$ cat config.mk
export PLATFORM = sky130hd
export DESIGN_NAME = key_filter_multi
export DESIGN_NICKNAME = d
export VERILOG_FILES = /design/src/rtl/key_filter_multi.sv
export SDC_FILE = /design/constraint.sdc
export NUM_CORES = 1
export LEC_CHECK = 0
export ABC_AREA = 1
export BUFFER_PORTS_ARGS = -buffer_cell sky130_fd_sc_hd__buf_2
export CORE_UTILIZATION = 65
export CTS_BUF_LIST = sky130_fd_sc_hd__clkbuf_4 sky130_fd_sc_hd__clkbuf_8 sky130_fd_sc_hd__clkbuf_16
export DETAILED_ROUTE_END_ITERATION = 12
export HOLD_SLACK_MARGIN = 0.02
export PLACE_DENSITY = 0.78
export SLEW_MARGIN = 20
export SYNTH_ARGS = -nofsm -noshare
export SYNTH_HDL_FRONTEND = slang
export SYNTH_SLANG_ARGS = --single-unit
$ cat constraint.sdc
create_clock -name Clk -period 9.8 [get_ports Clk]
set_input_delay 0.98 -clock Clk [delete_from_list [all_inputs] [get_ports Clk]]
set_output_delay 0.98 -clock Clk [all_outputs]
set_load 0.01 [all_outputs]
$ cat src/rtl/key_filter_multi.sv
// Purpose: N-channel push-button filter: 2-flop sync, debounce FSM, press/release/auto-repeat pulses.
// Latency: press/release pulse in the cycle after edge DEB_CYCLES+3 of a stable input; outputs registered.
// Backpressure: none; every channel samples key_in each cycle and pulses are never held or queued.
module key_filter_multi #(
  parameter int N_KEYS        = 4,
  parameter int DEB_CYCLES    = 1000000,
  parameter int ACTIVE_LOW    = 1,
  parameter int REPEAT_EN     = 1,
  parameter int HOLD_CYCLES   = 25000000,
  parameter int REPEAT_CYCLES = 5000000
) (
  input  logic              Clk,
  input  logic              Rst,
  input  logic [N_KEYS-1:0] key_in,
  output logic [N_KEYS-1:0] key_press,
  output logic [N_KEYS-1:0] key_release,
  output logic [N_KEYS-1:0] key_repeat,
  output logic [N_KEYS-1:0] key_en,
  output logic [N_KEYS-1:0] key_state
);

  // Counter widths are clamped to 1 so degenerate parameter choices still elaborate.
  localparam int DEB_W    = ($clog2(DEB_CYCLES) < 1) ? 1 : $clog2(DEB_CYCLES);
  localparam int HOLD_MAX = (HOLD_CYCLES > REPEAT_CYCLES) ? HOLD_CYCLES : REPEAT_CYCLES;
  localparam int HOLD_W   = ($clog2(HOLD_MAX) < 1) ? 1 : $clog2(HOLD_MAX);

  localparam logic              REL_LVL   = (ACTIVE_LOW != 0);
  localparam logic [DEB_W-1:0]  DEB_LAST  = DEB_W'(DEB_CYCLES - 1);
  localparam logic [HOLD_W-1:0] HOLD_LAST = HOLD_W'(HOLD_CYCLES - 1);
  localparam logic [HOLD_W-1:0] REP_LAST  = HOLD_W'(REPEAT_CYCLES - 1);

  typedef enum logic [1:0] {
    IDLE    = 2'd0,
    FILTER0 = 2'd1,
    DOWN    = 2'd2,
    FILTER1 = 2'd3
  } state_t;

  genvar g;
  generate
    for (g = 0; g < N_KEYS; g++) begin : g_ch
      logic              sync1, sync2, p;
      state_t            state, state_nxt;
      logic [DEB_W-1:0]  deb_cnt, deb_nxt;
      logic [HOLD_W-1:0] hold_cnt, hold_nxt;
      logic              first_rep, first_nxt;
      logic              press_nxt, release_nxt, repeat_nxt;
      logic              press_q, release_q, repeat_q, en_q;

      // Two-flop synchroniser preloaded with the released level so reset exit sees no edge.
      always_ff @(posedge Clk or posedge Rst) begin
        if (Rst) begin
          sync1 <= REL_LVL;
          sync2 <= REL_LVL;
        end else begin
          sync1 <= key_in[g];
          sync2 <= sync1;
        end
      end

      assign p = (sync2 != REL_LVL);

      // State, counters and registered pulse outputs.
      always_ff @(posedge Clk or posedge Rst) begin
        if (Rst) begin
          state     <= IDLE;
          deb_cnt   <= '0;
          hold_cnt  <= '0;
          first_rep <= 1'b0;
          press_q   <= 1'b0;
          release_q <= 1'b0;
          repeat_q  <= 1'b0;
          en_q      <= 1'b0;
        end else begin
          state     <= state_nxt;
          deb_cnt   <= deb_nxt;
          hold_cnt  <= hold_nxt;
          first_rep <= first_nxt;
          press_q   <= press_nxt;
          release_q <= release_nxt;
          repeat_q  <= repeat_nxt;
          en_q      <= press_nxt | repeat_nxt;
        end
      end

      // Debounce/repeat next-state logic; hold_cnt is left untouched outside DOWN so a
      // bounced release resumes the repeat schedule where it stopped.
      always_comb begin
        state_nxt   = state;
        deb_nxt     = deb_cnt;
        hold_nxt    = hold_cnt;
        first_nxt   = first_rep;
        press_nxt   = 1'b0;
        release_nxt = 1'b0;
        repeat_nxt  = 1'b0;
        case (state)
          IDLE: begin
            if (p) begin
              state_nxt = FILTER0;
              deb_nxt   = '0;
            end
          end
          FILTER0: begin
            if (!p) begin
              state_nxt = IDLE;
              deb_nxt   = '0;
            end else if (deb_cnt == DEB_LAST) begin
              state_nxt = DOWN;
              deb_nxt   = '0;
              press_nxt = 1'b1;
              hold_nxt  = '0;
              first_nxt = 1'b1;
            end else begin
              deb_nxt = deb_cnt + DEB_W'(1);
            end
          end
          DOWN: begin
            if (!p) begin
              state_nxt = FILTER1;
              deb_nxt   = '0;
            end else if (REPEAT_EN != 0) begin
              if (hold_cnt == (first_rep ? HOLD_LAST : REP_LAST)) begin
                repeat_nxt = 1'b1;
                hold_nxt   = '0;
                first_nxt  = 1'b0;
              end else begin
                hold_nxt = hold_cnt + HOLD_W'(1);
              end
            end
          end
          FILTER1: begin
            if (p) begin
              state_nxt = DOWN;
              deb_nxt   = '0;
            end else if (deb_cnt == DEB_LAST) begin
              state_nxt   = IDLE;
              deb_nxt     = '0;
              hold_nxt    = '0;
              first_nxt   = 1'b0;
              release_nxt = 1'b1;
            end else begin
              deb_nxt = deb_cnt + DEB_W'(1);
            end
          end
          default: begin
            state_nxt = IDLE;
            deb_nxt   = '0;
            hold_nxt  = '0;
            first_nxt = 1'b0;
          end
        endcase
      end

      assign key_press[g]   = press_q;
      assign key_release[g] = release_q;
      assign key_repeat[g]  = repeat_q;
      assign key_en[g]      = en_q;
      assign key_state[g]   = (state == DOWN) || (state == FILTER1);
    end
  endgenerate

endmodule

# Yosys cells after proc, flatten, opt, wreduce, memory -nomap -nowiden
# Cells that the tools add are included.
classes:
  add_sub_neg: 8
  mul: 0
  div: 0
  order_cmp: 0
  eq_ne: 60
  n_shift: 0
  mux: 140
  bitwise_logic: 4
  n_reduce_logical: 28
ops:
  columns: ["op", "n"]
  rows:
  - ["$mux 25", 24]
  - ["$mux 20", 20]
  - ["$pmux 20 s4", 4]
  - ["$pmux 25 s3", 4]
  - ["$add 25x1->25 const B", 4]
  - ["$eq 25x25->1", 4]
  - ["$add 20x1->20 const B", 4]
  - ["$eq 20x20->1 const B", 4]
  - ["$ne 2x2->1 const B", 32]
  - ["$mux 1", 56]
  - ["$mux 2", 24]
  - ["$pmux 2 s4", 4]
  - ["$reduce_and 4->1", 8]
  - ["$reduce_and 7->1", 4]
  - ["$ne 3x3->1 const B", 8]
  - ["$eq 2x2->1 const B", 8]
  - ["$pmux 1 s3", 4]
  - ["$reduce_bool 3->1", 4]
  - ["$eq 2x1->1 const B", 4]
  - ["$logic_not 2->1", 4]
  - ["$reduce_and 2->1", 4]
  - ["$logic_or 1x1->1", 4]
  - ["$or 1x1->1", 4]
totals:
  reg_bits: 216
  latchBits: 0
  mem_bits_rw: 0
  romBits: 0
  in_bits: 6
  output_inout_bits: 20
  mem_count: 0

# Longest topological paths before layout
logic_depth:
  depth_word: 6
  depth_mapped: 13

# Worst setup path after synthesis
# OpenSTA, ideal clock, no wires.
synth_timing:
  kind: "reg2reg"
  from: "register g_ch[3].hold_cnt[0]"
  to: "register g_ch[3].hold_cnt[16]"
  arrival_time_ns: 1.620
  t_required_ns: 9.682
  slack_ns: 8.062
  path_stages_with_launch: 10
  path_buffers: 0
  path_cell_list: "dfrtp_1 -> ha_1 -> nand3_1 -> nor2_1 -> nand2_1 -> nor2_1 -> xor2_1 -> nor2_1 -> nand3_1 -> nand2_1"
synth_between:
  elab_chain_len: 4
  elab_cells_between_ends: 5
  cone_classes: "add/sub: 1; eq/ne: 1; mux: 3"
synth_lines:
  columns: ["item", "line", "text"]
  rows:
  - ["from (decl)", "45", "logic [HOLD_W-1:0] hold_cnt, hold_nxt;"]
  - ["from (signal assigned)", "77", "hold_cnt <= hold_nxt;"]
  - ["$add 25x1->25 / $eq 25x25->1 (equally long branches)", "127, 122", null]
  - ["$mux 25 (*)", "122", "if (hold_cnt == (first_rep ? HOLD_LAST : REP_LAST)) begin"]
  - ["$mux 25 (*)", "118", "if (!p) begin"]
  - ["$pmux 25 s3 (*)", "96", "case (state)"]
# Every way passes the cells marked *; elsewhere a longest branch is shown, timed or not. The select of a mux whose other input is x is not followed.
# A chain may end at the register's enable or synchronous reset.

# Worst setup path after layout
layout_timing:
  from: "register g_ch[0].deb_cnt[0]"
  to: "register g_ch[0].first_rep"
layout_between:
  elab_chain_len: 3
  elab_cells_between_ends: 4
  cone_classes: "eq/ne: 3; reduce/logical: 1"
layout_lines:
  columns: ["item", "line", "text"]
  rows:
  - ["from (decl)", "44", "logic [DEB_W-1:0] deb_cnt, deb_nxt;"]
  - ["from (signal assigned)", "76", "deb_cnt <= deb_nxt;"]
  - ["$eq 20x20->1 (*)", "107, 135", null]
  - ["$ne 2x2->1 (no source line)", null, null]
  - ["$reduce_and 7->1 (no source line) (*)", null, null]
  - ["to (signal assigned)", "78", "first_rep <= first_nxt;"]
  - ["to (decl)", "46", "logic first_rep, first_nxt;"]
# Every way passes the cells marked *; elsewhere a longest branch is shown, timed or not.

==> flow_summary.yaml <==
outcome:
  status: "completed"
cells_and_area:
  drive_above_1_share: 0.0522
  design.final.nets: 2219
  finish.cell_count_without_fillers: 2503
  mostFrequentLayoutCells: "sky130_fd_sc_hd__nand2_1, sky130_fd_sc_hd__nor2_1, sky130_fd_sc_hd__inv_1"
  multiInputGateArea_um2: 7630
  fill_cells: 1840
  regArea_um2: 5420
  layout-area-overhead-vs-synth_pct: 6.68
  final_common_cell: "sky130_fd_sc_hd__nand2_1"
  final_antenna_diode_count: 0
global_route:
  antenna_violations_before_repair: 0
  grt_start_max_net_pins: 148
  grt.overflow.total: 0
  all_layer_gr_usage: 0.312
  grt_first_pass_wirelength_um: 58200
  grt_pass1_vias: 12700
floorplanning:
  die_h_um: 151
  die_area_um2: 22800
  floorplan.initialDensity: 0.661
  core_region_um2: 21800
  ios: 26
  die_width_um: 151
  placement_rows: 54
hold_path:
  min-delay-path-class: "flop to flop"
sta:
  finClkSkew_ps: 12.6
  worst_pin_slew_ps: 1080
  setup_viol: 0
  hold_violations: 0
  grt_setup_unrepaired: "no"
  whs_ps: 356
  timing.final.max_slew_violations: 0
  slew_headroom: 0.281
  finalCritPeriodShare: 0.346
  finalCriticalPeriod_ps: 3390
  fmax_mhz: 295
  tns_ps: 0
cts:
  numClockSinks: 216
  cts_root_buf: "sky130_fd_sc_hd__clkbuf_16"
  cts_hold_buf: 0
  cts.htree.levels: 1
  clock_tree_from_tritoncts: "yes"
  worst_setup_hold_path_clk_slew_ps: 60
  cts_inserted_buffers: 25
  cts.path.max_buffers: 3
  post_cts_resize_count: 0
  clock_latency_on_the_worst_skew_pair_ps: 520
  cts.repair_timing.setup_buffer_count: 0
drt:
  wl_um: 34700
  ant_nets: 0
  initialDrtViolationCount: 1179
  1st_pass_router_iterations: 6
  route.detailed.wl_per_inst_um: 13.8
  route.detailed.drc: 0
  detail_route.vias_per_cell: 5.57
  vias: 13900
place:
  detailedPlacementHpwl_um: 24500
  gp_routability_congestion: 0.996
  placed_cells: 2458
  port_buffer_cells: 25
synth:
  netlist_area_um2: 14400
  netlist_instances: 2222
  syn_area_per_cell_um2: 6.49
  ys_seq_area_frac: 0.375
  synth.distinct_cells: 45
  number_of_storage_elements_in_the_synthesis_netlist: 216
  post_synth_edffs: 0
  async_flop_share: 1.00
  syn_nets: 2236
  ys_warn_count: 0
  synth_ff_type: "sky130_fd_sc_hd__dfrtp_1"
worst_setup_path:
  crit_path_max_fanout: 33
  worstSetupEndpointType: "flop"
  worst-endpoint-arrival_ps: 3810
  setup.worst_path.class: "flop to flop"
  critical_path.startpoint_type: "flop"
  timing.critical_path.required_ps: 10220
power:
  power.density_cell_area_nw_per_um2: 129
  total_power_w: 0.00198
  total_leakage_power_nw: 7.21
  worst_ir_drop_vdd_mv: 0.145
flow_run:
  cap_viol_max_count: 0
-- through the flow --
stage / instance area (um2) / worst slack (ps) / util
final: 15400 / 6410 / 0.705
after global routing: 15400 / 6030 / 0.705
after CTS: 15400 / 6460 / 0.705
after detailed placement: 14500 / 6490 / 0.666
after global placement: 14500 / 6560 / 0.666
after floorplan: 14400 / 2930 / -
-- final cells by class --
| cell class | instances | share of cell area |
|---|---|---|
| multi-input combinational | 1674 | 0.496 |
| sequential | 216 | 0.352 |
| clock buffer | 37 | 0.0497 |
| timing repair buffer | 28 | 0.00959 |
| tap | 280 | 0.0228 |
| clock inverter | 8 | 0.00602 |
| inverter | 260 | 0.0642 |
-- kinds of logic after synthesis --
family	Yosys count	synth area share
compound gates	126	0.0486
simple gates	1465	0.428
flops	216	0.375
xor+xnor	75	0.0455
fa+ha+maj	8	0.00694
buf+inv	332	0.0957
-- power by group --
group / total [W] / leakage, nW / internal [W] / switching, W
clock: 0.000951 / 0.432 / 0.000590 / 0.000361
combinational: 0.000122 / 3.80 / 0.0000229 / 0.0000989
sequential: 0.000912 / 2.98 / 0.000902 / 0.0000102
-- path summary, 6_finish.rpt --
kind	startpoint	endpoint	slack, ps	depth (start not counted)
max in group asynchronous	Rst	g_ch[3].hold_cnt[24]	7870	3
min in group asynchronous	Rst	g_ch[2].hold_cnt[10]	570	2
setup / recovery	g_ch[0].deb_cnt[0]	g_ch[0].first_rep	6410	8
hold reg to reg	g_ch[0].sync1	g_ch[0].sync2	360	0
hold / removal	g_ch[0].sync1	g_ch[0].sync2	360	0
setup reg to reg	g_ch[0].deb_cnt[0]	g_ch[0].first_rep	6410	8
-- registers in the layout, indices dropped and copies added (netlist names), named ones only --
register and cells:
g_ch.sync1 4, g_ch.en_q 4, g_ch.press_q 4, g_ch.deb_cnt 80, g_ch.hold_cnt 100, g_ch.sync2 4
g_ch.repeat_q 4, g_ch.state 4, g_ch.release_q 4, g_ch.first_rep 4
-- per-layer routing --
metal | track usage | share of wire | wire [um]
met2 | 0.506 | 0.46 | 15900
met5 | 0 | 0 | 0
met3 | 0.0346 | 0.064 | 2220
met1 | 0.448 | 0.46 | 15900
met4 | 0.0745 | 0.017 | 582
-- cells in the mapped netlist, types with 3 or more instances --
library cell,number,share of area
sky130_fd_sc_hd__or2_2,3,0.0013
sky130_fd_sc_hd__inv_2,5,0.0013
sky130_fd_sc_hd__o22ai_1,29,0.013
sky130_fd_sc_hd__buf_4,26,0.014
sky130_fd_sc_hd__ha_1,8,0.0069
sky130_fd_sc_hd__dfstp_2,8,0.015
sky130_fd_sc_hd__nor3_1,59,0.020
sky130_fd_sc_hd__nor2_1,370,0.096
sky130_fd_sc_hd__a21oi_1,9,0.0031
sky130_fd_sc_hd__nand4_1,57,0.025
sky130_fd_sc_hd__nor3_2,3,0.0021
sky130_fd_sc_hd__nor2_2,8,0.0035
sky130_fd_sc_hd__inv_1,254,0.066
sky130_fd_sc_hd__o21ai_0,74,0.026
sky130_fd_sc_hd__xor2_1,59,0.036
sky130_fd_sc_hd__buf_1,3,0.00078
sky130_fd_sc_hd__nand3_1,248,0.086
sky130_fd_sc_hd__buf_2,23,0.0080
sky130_fd_sc_hd__dfrtp_1,208,0.36
sky130_fd_sc_hd__xnor2_1,16,0.0097
sky130_fd_sc_hd__nand2_1,695,0.18
sky130_fd_sc_hd__o21ai_1,5,0.0017
sky130_fd_sc_hd__clkbuf_1,18,0.0047
sky130_fd_sc_hd__nand2_2,7,0.0030
-- critical path, stage by stage (launching register included) --
cell	delay, ps
sky130_fd_sc_hd__dfrtp_1	380
sky130_fd_sc_hd__ha_1	210
sky130_fd_sc_hd__nand3_1	150
sky130_fd_sc_hd__nor3_2	270
sky130_fd_sc_hd__nand4_1	800
sky130_fd_sc_hd__nand2_1	1170
sky130_fd_sc_hd__nand3_1	150
sky130_fd_sc_hd__nand2_1	120
sky130_fd_sc_hd__inv_1	40
Note: power is estimated with default switching activity, not from simulation.
